## config.mk

```make
export PLATFORM = sky130hd
export DESIGN_NAME = neuro_channel_bank
export DESIGN_NICKNAME = d
export VERILOG_FILES = /design/src/rtl/moody_pkg.sv /design/src/rtl/neuro_level_update.sv /design/src/rtl/neuro_channel_bank.sv
export SDC_FILE = /design/constraint.sdc
export NUM_CORES = 1
export LEC_CHECK = 0
export CAP_MARGIN = 20
export CORE_ASPECT_RATIO = 1.5
export CORE_UTILIZATION = 30
export CTS_CLUSTER_SIZE = 20
export DETAILED_ROUTE_END_ITERATION = 10
export MAX_ROUTING_LAYER = met4
export PLACE_DENSITY_LB_ADDON = 0.05
export SYNTH_ARGS = -nofsm -noshare
export SYNTH_HDL_FRONTEND = slang
export SYNTH_HIERARCHICAL = 1
export SYNTH_SLANG_ARGS = --single-unit
```

## constraint.sdc

```tcl
create_clock -name clk -period 6.81 [get_ports clk]
set_clock_uncertainty 0.2 [all_clocks]
set_input_delay 1.362 -clock clk [delete_from_list [all_inputs] [get_ports clk]]
set_output_delay 1.362 -clock clk [all_outputs]
set_load 0.02 [all_outputs]
```

## src/rtl/moody_pkg.sv

```systemverilog
// Shared definitions for the moody-mimosa emotion model.
// Holds default datapath sizing for the neurotransmitter channel bank,
// the bank FSM state encoding, and the stimulus bit positions that the
// bank and the emotion/sleep/illness regulators agree on.
package moody_pkg;

  // Default level datapath sizing.
  localparam int DEF_LEVEL_W  = 7;
  localparam int DEF_STEP     = 4;
  localparam int DEF_BASELINE = 32;

  // Channel-bank sequencing states.
  typedef enum logic [1:0] {
    ST_IDLE   = 2'd0,
    ST_UPDATE = 2'd1,
    ST_DONE   = 2'd2
  } bank_state_e;

  // Stimulus vector bit positions.
  localparam int unsigned TICKLE = 0;
  localparam int unsigned PET    = 1;
  localparam int unsigned FEED   = 2;
  localparam int unsigned PLAY   = 3;
  localparam int unsigned PRAISE = 4;
  localparam int unsigned MUSIC  = 5;
  localparam int unsigned LIGHT  = 6;
  localparam int unsigned WATER  = 7;
  localparam int unsigned POKE   = 8;
  localparam int unsigned SCOLD  = 9;
  localparam int unsigned NOISE  = 10;
  localparam int unsigned DARK   = 11;
  localparam int unsigned COLD   = 12;
  localparam int unsigned HUNGER = 13;
  localparam int unsigned ILL    = 14;

endpackage

```

## src/rtl/neuro_level_update.sv

```systemverilog
// Combinational next-level computation for one neurotransmitter channel.
// Ports:
//   level_i      current channel level
//   stim_i       latched stimulus vector
//   up_mask_i    stimulus bits that raise the level
//   down_mask_i  stimulus bits that lower the level
//   next_level_o level after decay or step-and-clamp
module neuro_level_update #(
  parameter int LEVEL_W  = 7,
  parameter int STIM_W   = 16,
  parameter int STEP     = 4,
  parameter int BASELINE = 32
) (
  input  logic [LEVEL_W-1:0] level_i,
  input  logic [STIM_W-1:0]  stim_i,
  input  logic [STIM_W-1:0]  up_mask_i,
  input  logic [STIM_W-1:0]  down_mask_i,
  output logic [LEVEL_W-1:0] next_level_o
);

  localparam int CNT_W = $clog2(STIM_W + 1);
  // Wide enough that level + STEP*STIM_W and 0 - STEP*STIM_W both fit signed.
  localparam int SUM_W = LEVEL_W + $clog2(STEP * STIM_W + 1) + 1;
  localparam logic signed [SUM_W-1:0] STEP_S = SUM_W'(STEP);
  localparam logic signed [SUM_W-1:0] MAX_S  = SUM_W'((1 << LEVEL_W) - 1);
  localparam logic [LEVEL_W-1:0]      BASE_L = LEVEL_W'(BASELINE);

  function automatic logic [CNT_W-1:0] popcount(input logic [STIM_W-1:0] v);
    logic [CNT_W-1:0] c;
    c = '0;
    for (int i = 0; i < STIM_W; i++) begin
      c = c + CNT_W'(v[i]);
    end
    return c;
  endfunction

  logic [CNT_W-1:0]        up_cnt_s;
  logic [CNT_W-1:0]        dn_cnt_s;
  logic signed [SUM_W-1:0] sum_s;

  // Popcounts, signed step sum, then either decay or clamp.
  always_comb begin
    up_cnt_s     = popcount(stim_i & up_mask_i);
    dn_cnt_s     = popcount(stim_i & down_mask_i);
    sum_s        = $signed(SUM_W'(level_i))
                 + $signed(SUM_W'(up_cnt_s)) * STEP_S
                 - $signed(SUM_W'(dn_cnt_s)) * STEP_S;
    next_level_o = level_i;
    if ((up_cnt_s == '0) && (dn_cnt_s == '0)) begin
      // Unstimulated: drift one count toward the baseline.
      if (level_i > BASE_L) begin
        next_level_o = level_i - LEVEL_W'(1);
      end else if (level_i < BASE_L) begin
        next_level_o = level_i + LEVEL_W'(1);
      end else begin
        next_level_o = level_i;
      end
    end else if (sum_s[SUM_W-1]) begin
      next_level_o = '0;
    end else if (sum_s > MAX_S) begin
      next_level_o = {LEVEL_W{1'b1}};
    end else begin
      next_level_o = sum_s[LEVEL_W-1:0];
    end
  end

endmodule

```

## src/rtl/neuro_channel_bank.sv

```systemverilog
// Time-multiplexed bank of saturating neurotransmitter levels.
// A tick latches the stimulus vector, then one channel per clock is
// rewritten through a single shared update unit; done pulses once the
// last channel has been written.
// Ports:
//   clk, rst            clock, synchronous active-high reset
//   tick, stimuli       update request and stimulus vector (latched on accept)
//   cfg_valid/ready     mask write handshake (ready only while idle)
//   cfg_ch, cfg_sel     target channel, 0 = up mask / 1 = down mask
//   cfg_mask            mask value
//   level               packed levels, channel k at [k*LEVEL_W +: LEVEL_W]
//   busy, done          sequencing status
//   overrun             sticky flag: tick seen while busy
module neuro_channel_bank
  import moody_pkg::*;
#(
  parameter int  NUM_CH   = 5,
  parameter int  LEVEL_W  = DEF_LEVEL_W,
  parameter int  STIM_W   = 16,
  parameter int  STEP     = DEF_STEP,
  parameter int  BASELINE = DEF_BASELINE,
  localparam int CH_W     = (NUM_CH > 1) ? $clog2(NUM_CH) : 1
) (
  input  logic                      clk,
  input  logic                      rst,
  input  logic                      tick,
  input  logic [STIM_W-1:0]         stimuli,
  input  logic                      cfg_valid,
  output logic                      cfg_ready,
  input  logic [CH_W-1:0]           cfg_ch,
  input  logic                      cfg_sel,
  input  logic [STIM_W-1:0]         cfg_mask,
  output logic [NUM_CH*LEVEL_W-1:0] level,
  output logic                      busy,
  output logic                      done,
  output logic                      overrun
);

  localparam logic [CH_W-1:0]    LAST_IDX = CH_W'(NUM_CH - 1);
  localparam logic [LEVEL_W-1:0] BASE_L   = LEVEL_W'(BASELINE);

  bank_state_e         state_q, state_d;
  logic [CH_W-1:0]     idx_q, idx_d;
  logic [STIM_W-1:0]   stim_q;
  logic [LEVEL_W-1:0]  level_q   [NUM_CH];
  logic [STIM_W-1:0]   up_mask_q [NUM_CH];
  logic [STIM_W-1:0]   dn_mask_q [NUM_CH];
  logic                busy_q, done_q, cfg_ready_q, overrun_q;
  logic                tick_accept_s, cfg_fire_s, cfg_ch_ok_s;
  logic [LEVEL_W-1:0]  next_level_s;

  assign tick_accept_s = tick && (state_q == ST_IDLE);
  assign cfg_fire_s    = cfg_valid && cfg_ready_q;
  // Extra bit so NUM_CH itself is representable when NUM_CH is a power of two.
  assign cfg_ch_ok_s   = ({1'b0, cfg_ch} < (CH_W + 1)'(NUM_CH));

  neuro_level_update #(
    .LEVEL_W (LEVEL_W),
    .STIM_W  (STIM_W),
    .STEP    (STEP),
    .BASELINE(BASELINE)
  ) u_update (
    .level_i     (level_q[idx_q]),
    .stim_i      (stim_q),
    .up_mask_i   (up_mask_q[idx_q]),
    .down_mask_i (dn_mask_q[idx_q]),
    .next_level_o(next_level_s)
  );

  // Next-state and channel index sequencing.
  always_comb begin
    state_d = state_q;
    idx_d   = idx_q;
    case (state_q)
      ST_IDLE: begin
        if (tick) begin
          state_d = ST_UPDATE;
          idx_d   = '0;
        end else begin
          state_d = ST_IDLE;
        end
      end
      ST_UPDATE: begin
        if (idx_q == LAST_IDX) begin
          state_d = ST_DONE;
        end else begin
          idx_d = idx_q + CH_W'(1);
        end
      end
      ST_DONE: begin
        state_d = ST_IDLE;
      end
      default: begin
        state_d = ST_IDLE;
        idx_d   = '0;
      end
    endcase
  end

  // State register plus status outputs registered from the next state.
  always_ff @(posedge clk) begin
    if (rst) begin
      state_q     <= ST_IDLE;
      idx_q       <= '0;
      busy_q      <= 1'b0;
      done_q      <= 1'b0;
      cfg_ready_q <= 1'b1;
      overrun_q   <= 1'b0;
    end else begin
      state_q     <= state_d;
      idx_q       <= idx_d;
      busy_q      <= (state_d != ST_IDLE);
      done_q      <= (state_d == ST_DONE);
      cfg_ready_q <= (state_d == ST_IDLE);
      // Tick while busy is dropped; only the flag records it.
      if (tick && (state_q != ST_IDLE)) begin
        overrun_q <= 1'b1;
      end
    end
  end

  // Stimulus latch, mask writes and per-channel level writeback.
  always_ff @(posedge clk) begin
    if (rst) begin
      stim_q <= '0;
      for (int k = 0; k < NUM_CH; k++) begin
        level_q[k]   <= BASE_L;
        up_mask_q[k] <= '0;
        dn_mask_q[k] <= '0;
      end
    end else begin
      if (tick_accept_s) begin
        stim_q <= stimuli;
      end
      for (int k = 0; k < NUM_CH; k++) begin
        // Out-of-range channel writes complete the handshake but land nowhere.
        if (cfg_fire_s && cfg_ch_ok_s && (cfg_ch == CH_W'(k))) begin
          if (cfg_sel) begin
            dn_mask_q[k] <= cfg_mask;
          end else begin
            up_mask_q[k] <= cfg_mask;
          end
        end
        if ((state_q == ST_UPDATE) && (idx_q == CH_W'(k))) begin
          level_q[k] <= next_level_s;
        end
      end
    end
  end

  for (genvar g = 0; g < NUM_CH; g++) begin : g_level_out
    assign level[g*LEVEL_W +: LEVEL_W] = level_q[g];
  end

  assign busy      = busy_q;
  assign done      = done_q;
  assign cfg_ready = cfg_ready_q;
  assign overrun   = overrun_q;

endmodule

```

==> results.cfg <==
[run_status]
status = finished with violations
violations = setup timing

[logic_synthesis]
ys_ff_latch = 223
synth_top_area_share_pct = 55.9
synth_cell_type_count = 62
synth_area_mm2 = 0.0105
ys_seq_area_share_pct = 61.3
yosys_warnings = 6
synth_edf_count = 195
synth.area.top_cells = edfxtp_1, mux4_2, dfxtp_1
synth_top_cell_by_area = edfxtp_1
synthCells = 688
async_flop_share_pct = 0
synthTopCellsByCount = edfxtp_1, and2_1, nand2_1
syn_avg_cell_area_um2 = 15.2
synth_fp_nets = 778
synthFlopType = edfxtp_1
synth_most_common_cell = edfxtp_1

[worst_setup_path]
crit_arrival_ps = 7290
endpoint_kind = flip-flop
crit_buf_inv = 6
cp-start-kind = flip-flop
crit_fanout = 5
crit_top_cell = fa_1
required_ps = 7000
cp_top_family = adder cells
slowest_stage = fa_1
crit_type = reg -> reg
crit_chain = buf_12, mux4_2, mux2_4, and2_4, fa_1, fa_1, inv_2, fa_1, inv_1, fa_1, ha_2, inv_2, fa_1, inv_1, fa_1, inv_2, ha_4, o21a_1, o31ai_4, nand2_2, or4_4, o311a_1, o22ai_1, and2_4
crit_path_max_incr_delay_ps = 530

[global_routing]
grt_antenna_before_repair = 0
grt_usage_pct = 17.7
grt_pass1_wl_mm = 44.0
grt_max_degree = 24
gr-total-overflow = 0
grt_pass1_vias = 6776

[cts]
cts_tree = built
cts_max_level = 1
clk_pin_slew_ps = 60
hold_buffers = 0
insertion_delay_ps = 530
clk_path_buf_depth = 3
clock_sink_count = 223
root_buffer = clkbuf_16
numCtsBuffers = 24

[route]
routedWlPerCell_um = 23.3
wl_mm = 29.5
drc = 0
first_pass_iters = 4
drt_iter0_drc = 294
postRouteAntennaNets = 0
vias_per_cell = 4.86
via_count = 6158

[timing]
period_share_pct = 104
finalHoldViolCount = 0
slew-limit-headroom_pct = 31.1
rsz0062_at_grt = true
finalSetupViolations = 30
tightest_slew_ps = 1030
worst_slack_ps = -297
fmax_ghz = 0.141
setup_tns_ps = -6170
min_period_ps = 7110
slew_violations = 0

[cells_and_area]
nFillCells = 3251
nets = 913
final_cells = 1266
areaGrowthSynthToFinish_pct = 25.4
drive_gt1_share_pct = 26.8
insertedDiodeCount = 0

[floorplanning]
die_h_um = 231
io_pins = 79
initial_core_util_pct = 30.6
core_mm2 = 0.0343
die_width_um = 155
die_area_mm2 = 0.0357
rows = 83

[placed_design]
gp_congestion = 0.763
dp.cells = 1209
dpl.hpwl_mm = 21.8
io_buffers = 78

[power_and_ir_drop]
peakVddDrop_uv = 178
p_total_mw = 4.09
p_leak_nw = 4.87
powerDensity_mw_per_mm2 = 311

[job]
cap_viol_max_count = 0

[hold_path]
hp-class = reg -> reg
## worst paths after layout
| check | from | endpoint | slack (ps) | cells after the start |
|---|---|---|---|---|
| worst max register to register | flip-flop | level_q[0][2] | -300 | 24 |
| worst max-delay path | flip-flop | level_q[0][2] | -300 | 24 |
| worst min-delay path | overrun | overrun | 250 | 2 |
| worst min register to register | overrun | overrun | 250 | 2 |
## worst min-delay path, cell delays in order (launching register included)
cell and delay [ps]:
dfxtp_1 310, inv_1 50, a21oi_1 50
## kinds of logic (layout without fill, tap and decap cells)
| kind of cell | count (synthesis) | count (layout) | share of synthesized area [%] |
|---|---|---|---|
| AO/OA/AOI/OAI | 76 | 76 | 5.10 |
| XOR/XNOR | 12 | 12 | 1.00 |
| adder cells (fa/ha/maj) | 50 | 50 | 7.77 |
| flip-flops | 223 | 223 | 61.3 |
| AND/OR/NAND/NOR | 177 | 177 | 9.19 |
| buffers and inverters | 71 | 224 | 2.99 |
| multiplexers | 79 | 79 | 12.7 |
## through the flow
step                utilization [%]  setup slack (ps)  area (um2)  hold WS (ps)
floorplan                         -              4.71       10600           240
global placement               35.4              -252       12100           239
detailed placement             35.4              -279       12100           252
CTS                            38.1              -327       13100           259
global route                   38.3              -483       13100           266
finish                         38.3              -297       13100           252
## state kept, by name, indices dropped and copies added, names as in the netlist, named ones only
signal     count
cfg_ready      1
state_q        2
idx_q          3
level_q       35
stim_q        16
done           1
overrun        1
up_mask_q     80
dn_mask_q     80
busy           1
## layout make-up
| type | instances | area (um2) | area share, % |
|---|---|---|---|
| Sequential cell | 223 | 6420 | 48.9 |
| Multi-Input combinational cell | 394 | 3930 | 29.9 |
| Timing Repair Buffer | 136 | 1330 | 10.1 |
| Clock buffer | 35 | 703 | 5.36 |
| Tap cell | 425 | 532 | 4.05 |
| Inverter | 44 | 165 | 1.26 |
| Clock inverter | 9 | 46.3 | 0.353 |
## metal layers
layer	wire [um]	share of wire [%]	track usage, %
met1	11400	38	18.8
met2	16500	56	33.6
met3	947	3.2	2.08
met4	742	2.5	5.60
met5	0	0	-
## cell usage in the layout, fill, tap and decap left out, types with 6 or more instances in the layout
master             n
ha_1              19
clkdlybuf4s50_1   78
mux2_2            38
clkinv_2           6
buf_12             6
a21oi_1           21
nor2_1            15
buf_4             48
inv_1             41
mux4_2            39
clkbuf_16         25
fa_1              24
and2_4             9
nand2_1           57
and2_1            49
o21ai_0            7
clkbuf_1           6
nand3_1            6
dfxtp_1           25
edfxtp_1         195
## power breakdown
group / switching [mW] / internal (mW)
clock network: 0.534 / 0.715
logic: 0.590 / 0.619
registers: 0.0410 / 1.59
## timing repair
item / in CTS / in global routing
gates resized for setup: 18 / 15
cloned: 1 / 0
pin swaps: 5 / 13
endpoints found under the setup margin: 35 / 35
endpoints found under the hold margin: 0 / 0
buffers inserted: 9 / 3
Note: power is estimated with default switching activity, not from simulation.
